$ cat config.mk
export PLATFORM = sky130hd
export DESIGN_NAME = alu_div_sequencer_flat
export DESIGN_NICKNAME = d
export VERILOG_FILES = /design/src/rtl/alu_div_pkg.sv /design/src/rtl/alu_div_sequencer_if.sv /design/src/rtl/div_step.sv /design/src/rtl/alu_div_sequencer.sv /design/src/flat_wrapper.sv
export SDC_FILE = /design/constraint.sdc
export NUM_CORES = 1
export LEC_CHECK = 0
export CORE_MARGIN = 2
export CORE_UTILIZATION = 46
export DETAILED_ROUTE_END_ITERATION = 10
export PLACE_DENSITY = 0.87
export SLEW_MARGIN = 15
export SYNTH_ARGS = -nofsm -noshare
export SYNTH_HDL_FRONTEND = slang
export SYNTH_SLANG_ARGS = --single-unit
$ cat constraint.sdc
create_clock -name clk -period 2.45 [get_ports clk]
set_input_delay 0.3675 -clock clk [delete_from_list [all_inputs] [get_ports clk]]
set_output_delay 0.3675 -clock clk [all_outputs]
set_load 0.05 [all_outputs]
$ cat src/rtl/alu_div_pkg.sv
// Shared types and ALU op encodings for the ALU-borrowing divider.
package alu_div_pkg;
  typedef enum logic [1:0] {IDLE, CMP, RUN, DONE} div_state_t;
  localparam logic ALU_OP_ADD = 1'b0;
  localparam logic ALU_OP_SUB = 1'b1;
endpackage

$ cat src/rtl/alu_div_sequencer_if.sv
// Divider request/result handshake plus the shared-ALU operand/result bus.
interface alu_div_sequencer_if #(parameter int N = 32);
  logic         start;
  logic [N-1:0] dividend;
  logic [N-1:0] divisor;
  logic         ready;
  logic         busy;
  logic         done;
  logic         div_zero;
  logic [N-1:0] quotient;
  logic [N-1:0] remainder;
  logic         alu_own;
  logic [N-1:0] alu_a;
  logic [N-1:0] alu_b;
  logic         alu_ctrl;
  logic [N-1:0] alu_y;
  logic         alu_cb;

  // master = execute-stage side (issues requests, hosts the ALU)
  modport master (
    output start, dividend, divisor, alu_y, alu_cb,
    input  ready, busy, done, div_zero, quotient, remainder,
           alu_own, alu_a, alu_b, alu_ctrl
  );
  modport slave (
    input  start, dividend, divisor, alu_y, alu_cb,
    output ready, busy, done, div_zero, quotient, remainder,
           alu_own, alu_a, alu_b, alu_ctrl
  );
endinterface

$ cat src/rtl/div_step.sv
// One restoring-division step: forms the shifted trial and picks the ALU
// difference or the restored trial depending on the borrow.
module div_step #(
  parameter int N = 32
) (
  input  logic [N-1:0] rem,
  input  logic         q_msb,
  input  logic [N-1:0] alu_y,
  input  logic         alu_cb,
  output logic [N-1:0] trial,
  output logic [N-1:0] rem_nxt,
  output logic         q_bit
);
  assign trial   = {rem[N-2:0], q_msb};
  assign q_bit   = ~alu_cb;
  assign rem_nxt = alu_cb ? trial : alu_y;
endmodule

$ cat src/rtl/alu_div_sequencer.sv
// Multi-cycle unsigned restoring divider driving the shared ALU.
// Optional macro ALU_DIV_EARLY_OUT_EN adds a one-cycle dividend<divisor early out.
module alu_div_sequencer
  import alu_div_pkg::*;
#(
  parameter int n = 32
) (
  input  logic               clk,
  input  logic               rst_n,
  alu_div_sequencer_if.slave bus
);
  localparam int CW = (n > 2) ? $clog2(n) : 1;

  div_state_t    state, state_nxt;
  logic [n-1:0]  q, rem, dvs;
  logic [CW-1:0] cnt;
  logic          div_zero;
  logic [n-1:0]  trial, rem_nxt;
  logic          q_bit;
  logic          alu_own, alu_ctrl;
  logic [n-1:0]  alu_a, alu_b;

  div_step #(.N(n)) u_step (
    .rem    (rem),
    .q_msb  (q[n-1]),
    .alu_y  (bus.alu_y),
    .alu_cb (bus.alu_cb),
    .trial  (trial),
    .rem_nxt(rem_nxt),
    .q_bit  (q_bit)
  );

  always_ff @(posedge clk or negedge rst_n) begin
    if (!rst_n) state <= IDLE;
    else        state <= state_nxt;
  end

  always_comb begin
    state_nxt = state;
    alu_own   = 1'b0;
    alu_a     = '0;
    alu_b     = '0;
    alu_ctrl  = ALU_OP_ADD;
    unique case (state)
      IDLE: if (bus.start) begin
        if (bus.divisor == '0) state_nxt = DONE;
`ifdef ALU_DIV_EARLY_OUT_EN
        else                   state_nxt = CMP;
`else
        else                   state_nxt = RUN;
`endif
      end
`ifdef ALU_DIV_EARLY_OUT_EN
      CMP: begin
        alu_own   = 1'b1;
        alu_a     = q;
        alu_b     = dvs;
        alu_ctrl  = ALU_OP_SUB;
        state_nxt = bus.alu_cb ? DONE : RUN;
      end
`endif
      RUN: begin
        alu_own  = 1'b1;
        alu_a    = trial;
        alu_b    = dvs;
        alu_ctrl = ALU_OP_SUB;
        if (cnt == CW'(n - 1)) state_nxt = DONE;
      end
      DONE:    state_nxt = IDLE;
      default: state_nxt = IDLE;
    endcase
  end

  // q doubles as the dividend shift register; results are final on entry to DONE
  always_ff @(posedge clk or negedge rst_n) begin
    if (!rst_n) begin
      q        <= '0;
      rem      <= '0;
      dvs      <= '0;
      cnt      <= '0;
      div_zero <= 1'b0;
    end else begin
      unique case (state)
        IDLE: if (bus.start) begin
          dvs      <= bus.divisor;
          cnt      <= '0;
          div_zero <= (bus.divisor == '0);
          if (bus.divisor == '0) begin
            q   <= '1;
            rem <= bus.dividend;
          end else begin
            q   <= bus.dividend;
            rem <= '0;
          end
        end
`ifdef ALU_DIV_EARLY_OUT_EN
        CMP: if (bus.alu_cb) begin
          q   <= '0;
          rem <= q;
        end
`endif
        RUN: begin
          rem <= rem_nxt;
          q   <= {q[n-2:0], q_bit};
          cnt <= cnt + CW'(1);
        end
        default: ;
      endcase
    end
  end

  assign bus.ready     = (state == IDLE);
  assign bus.busy      = (state != IDLE) && (state != DONE);
  assign bus.done      = (state == DONE);
  assign bus.div_zero  = div_zero;
  assign bus.quotient  = q;
  assign bus.remainder = rem;
  assign bus.alu_own   = alu_own;
  assign bus.alu_a     = alu_a;
  assign bus.alu_b     = alu_b;
  assign bus.alu_ctrl  = alu_ctrl;
endmodule
$ cat src/flat_wrapper.sv
// flat-port wrapper written by rule: the top's interface ports become plain ports
module alu_div_sequencer_flat import alu_div_pkg::*;
#(
  parameter int n = 32
)
  (clk, rst_n, bus_start, bus_dividend, bus_divisor, bus_alu_y, bus_alu_cb, bus_ready, bus_busy, bus_done, bus_div_zero, bus_quotient, bus_remainder, bus_alu_own, bus_alu_a, bus_alu_b, bus_alu_ctrl);
  alu_div_sequencer_if bus_i ();
  input  logic clk;
  input  logic rst_n;
  input wire logic [$bits(bus_i.start)-1:0] bus_start;
  input wire logic [$bits(bus_i.dividend)-1:0] bus_dividend;
  input wire logic [$bits(bus_i.divisor)-1:0] bus_divisor;
  input wire logic [$bits(bus_i.alu_y)-1:0] bus_alu_y;
  input wire logic [$bits(bus_i.alu_cb)-1:0] bus_alu_cb;
  output wire logic [$bits(bus_i.ready)-1:0] bus_ready;
  output wire logic [$bits(bus_i.busy)-1:0] bus_busy;
  output wire logic [$bits(bus_i.done)-1:0] bus_done;
  output wire logic [$bits(bus_i.div_zero)-1:0] bus_div_zero;
  output wire logic [$bits(bus_i.quotient)-1:0] bus_quotient;
  output wire logic [$bits(bus_i.remainder)-1:0] bus_remainder;
  output wire logic [$bits(bus_i.alu_own)-1:0] bus_alu_own;
  output wire logic [$bits(bus_i.alu_a)-1:0] bus_alu_a;
  output wire logic [$bits(bus_i.alu_b)-1:0] bus_alu_b;
  output wire logic [$bits(bus_i.alu_ctrl)-1:0] bus_alu_ctrl;
  assign bus_i.start = bus_start;
  assign bus_i.dividend = bus_dividend;
  assign bus_i.divisor = bus_divisor;
  assign bus_i.alu_y = bus_alu_y;
  assign bus_i.alu_cb = bus_alu_cb;
  assign bus_ready = bus_i.ready;
  assign bus_busy = bus_i.busy;
  assign bus_done = bus_i.done;
  assign bus_div_zero = bus_i.div_zero;
  assign bus_quotient = bus_i.quotient;
  assign bus_remainder = bus_i.remainder;
  assign bus_alu_own = bus_i.alu_own;
  assign bus_alu_a = bus_i.alu_a;
  assign bus_alu_b = bus_i.alu_b;
  assign bus_alu_ctrl = bus_i.alu_ctrl;
  alu_div_sequencer #(.n(n)) u_core (.clk(clk), .rst_n(rst_n), .bus(bus_i));
endmodule
==> results by stage <==
Route:
- After detailed routing, the number of vias per cell comes to 5.59.
- In the routed design, unresolved DRC markers number 0.
- The first-pass iteration count of the detailed router is 5.
- Detailed routing inserted a total of 5,428 vias.
- Dividing the detail-routed wire length by the instance count gives 18.8 microns.
- The final wirelength is 18,200 microns.
- For this block, the initial DRC count from the detailed router was 543.
- The number of routed nets with antenna violations is 0.

Critical path:
- The biggest cell delay along the critical path is 0.82 ns.
- At the worst endpoint, the arrival time is 1.96 ns.
- The maximum fanout count along the critical path is 3.
- Counting both buffers and inverters, the worst setup path holds a total of 2.
- The slowest cell on the critical path is sky130_fd_sc_hd__clkdlybuf4s50_1.
- The kind of end point of the critical path is an output pin.
- The critical path in this run is classified as reg2out.
- The critical path goes through inv_1, ha_1, clkdlybuf4s50_1.
- Broken down by cell family, the worst path's largest delay share belongs to buffers and inverters.
- The startpoint type of the worst setup path is a flop.
- The worst endpoint required time is 2.08 ns.

STA:
- The clock period minus final worst setup slack is 2.33 ns.
- The total negative slack is 0 ns.
- The highest achievable clock rate is 0.430 GHz.
- The number of endpoints with negative hold slack in the final report is 0.
- The part of the cycle the worst path needs is 94.9%.
- The worst-case clock skew is 0.00660 ns.
- The number of slew-limit violations in the final report is 0.
- Setup violations remaining at the end of the flow were counted as 0.
- Once routing completed, OpenROAD measured the worst setup slack at 0.125 ns.
- The worst pin sits at a relative slew slack of 62.9%.
- Hold is met by 0.435 ns.
- For the pin with the worst max-slew slack, the measured transition is 0.554 ns.
- Setup repair after global routing left no endpoint under its margin.

Floorplan:
- The die covers 12,700 sq um.
- The initial standard-cell utilization of the core is 47.2%.
- The floorplan step defined a core boundary enclosing 11,500 sq um.
- The vertical extent of the die is 112 microns.
- The floorplan row count is 39.
- The top-level I/O count is 234.
- From left edge to right edge, the die measures 112 microns.

Flow run:
- Max-cap violations in this run came to 0.

Clocking:
- The CTS tree is yes.
- The clock sink count is 104.
- The root buffer selected by CTS is sky130_fd_sc_hd__clkbuf_16.
- The depth of the CTS H-tree is 3.
- After clock tree synthesis, the clock-pin slew on the worst setup and hold paths is 0.07 ns.
- Once the clock tree was built, the setup fixing pass inserted 0 buffers.
- The TritonCTS buffer count is 9.
- The maximum buffer depth of the clock tree is 2.
- The later pin in the worst-skew pair is clocked with a latency of 0.34 ns.

Power and ir drop:
- The total chip power is 0.0134 W.
- The power per unit of standard cell area is 1510 nW/um^2.
- The standby leakage power is 4.00 nW.
- The worst-case vdd ir drop is 0.00101 V.

GRT:
- Entering global routing, the biggest net connects 64 pins.
- The wire length of the first global-routing pass is 29,200 microns.
- The number of global-route vias before repair is 5,591.
- The global-route congestion overflow total is 0.
- The global routing usage summed across all routing layers is 28.9%.
- The number of antenna violations at the first check in global routing is 0.

Cells and area:
- The top cell types in the final layout, fill and taps aside, are sky130_fd_sc_hd__clkdlybuf4s50_1, sky130_fd_sc_hd__dfrtp_1, sky130_fd_sc_hd__nand2_1.
- For this run, the post-layout net count is 928.
- Leaving out fill and tap cells, the most frequent cell in the layout is sky130_fd_sc_hd__clkdlybuf4s50_1.
- 0 antenna diodes ended up in the layout.
- The relative area change from synthesis to final layout is 63.7%.
- The number of cells in the finished layout apart from fillers is 971.
- In the final layout, flip-flops and latches occupy 2600 sq um.
- The area of combinational cells with multiple inputs is 2440 sq um.
- The total of fill cells in the finished design is 756.
- The share of layout cells above drive strength 1 is 16.5%.

Synth:
- After synthesis the netlist holds a flip-flop and latch count of 104.
- The sequential cell area fraction in the yosys report is 48.1%.
- The share of flip-flops with an asynchronous set or reset is 100%.
- The most used flip-flop cell after synthesis is sky130_fd_sc_hd__dfrtp_1.
- Yosys printed 0 warnings.
- Summing every instance area after synthesis gives 5410 sq um.
- The number of nets produced by synthesis is 717.
- The average cell area after synthesis is 8.85 sq um.
- The number of flops mapped to enable cells by yosys is 0.
- Synthesis handed over a netlist of 612 instances.
- The number of different library cells used by synthesis comes to 38.

Outcome:
- The flow ran to the end, and the final reports show no timing, DRC or antenna violations.

Place:
- The number of buffers inserted by port buffering is 233.
- The placer congestion estimate is 0.937.
- The post-place setup slack is 0.245 ns.
- Counting tap cells, the placed design contains a total of 954 instances.
- The HPWL after detailed placement is 13,400 microns.

Hold path:
- The kind of path behind the tightest hold check is in2async.
==> power by group <==
group | total [W] | leakage [nW] | switching (W) | internal, W
sequential | 0.00301 | 1.27 | 0.000550 | 0.00246
combinational | 0.00879 | 2.57 | 0.00531 | 0.00348
clock | 0.00160 | 0.159 | 0.000648 | 0.000955
==> through the flow <==
step | instance area (sq um) | utilization (%)
after global routing | 8860 | 77.3
after floorplan | 5420 | -
after detailed placement | 8520 | 74.3
final | 8860 | 77.3
after global placement | 8520 | 74.3
after CTS | 8860 | 77.3
==> worst paths after layout <==
kind,startpoint,endpoint,slack (ns),cells past startpoint
worst max-delay path,u_core.state[0],bus_busy,0.12,3
worst min-delay path,rst_n,u_core.dvs[15],0.44,2
worst max register to register,u_core.state[0],u_core.cnt[3],0.22,6
worst min register to register,u_core.bus.div_zero,u_core.bus.div_zero,0.50,2
max in group asynchronous,rst_n,u_core.dvs[23],1.37,3
min in group clk,u_core.bus.div_zero,u_core.bus.div_zero,0.50,2
==> area by class of cell <==
class                           count  area share, %
Timing Repair Buffer              248           35.9
Tap cell                          143           2.02
Clock inverter                      4          0.861
Multi-Input combinational cell    425           27.5
Clock buffer                       12           2.89
Inverter                           35           1.48
Sequential cell                   104           29.4
==> repair_timing <==
| item | in CTS | in global routing |
|---|---|---|
| resized for setup | 0 | 0 |
| endpoints found under the hold margin | 16 | 0 |
| hold buffers | 1 | 0 |
==> sequential cells by signal, indices dropped and copies added (netlist names) <==
signal	flops
u_core.state	2
u_core.cnt	5
u_core.bus.remainder	32
u_core.dvs	32
u_core.bus.div_zero	1
u_core.bus.quotient	32
==> logic make-up after synthesis <==
family	count (synthesis)	synth area share, %
adder cells (fa/ha/maj)	5	1.16
multiplexers	35	7.53
buffers and inverters	83	7.07
XOR/XNOR	1	0.162
AND/OR/NAND/NOR	246	21.4
flip-flops	104	48.1
AO/OA/AOI/OAI	138	14.7
==> layer usage <==
metal | vias to the layer above | wire, microns | track usage [%]
met2 | 300 | 9130 | 50.4
met3 | 39 | 1840 | 8.75
met5 | - | 0 | 0
met4 | 0 | 388 | 9.27
met1 | 2604 | 6880 | 34.4
li1 | 2485 | - | -
==> cell usage after synthesis (all sizes together) (8+ instances only) <==
library cell  instances  area (sq um)
dfrtp               104          2600
a211oi               32           240
clkbuf               14          52.6
nor2                 64           240
inv                  34           128
a21oi                35           175
nor4                  8          56.3
and2                 32           200
o21ai                64           320
nand2               101           382
buf                  34           199
mux2                 33           375
and3                 31           194
Note: power is estimated with default switching activity, not from simulation.
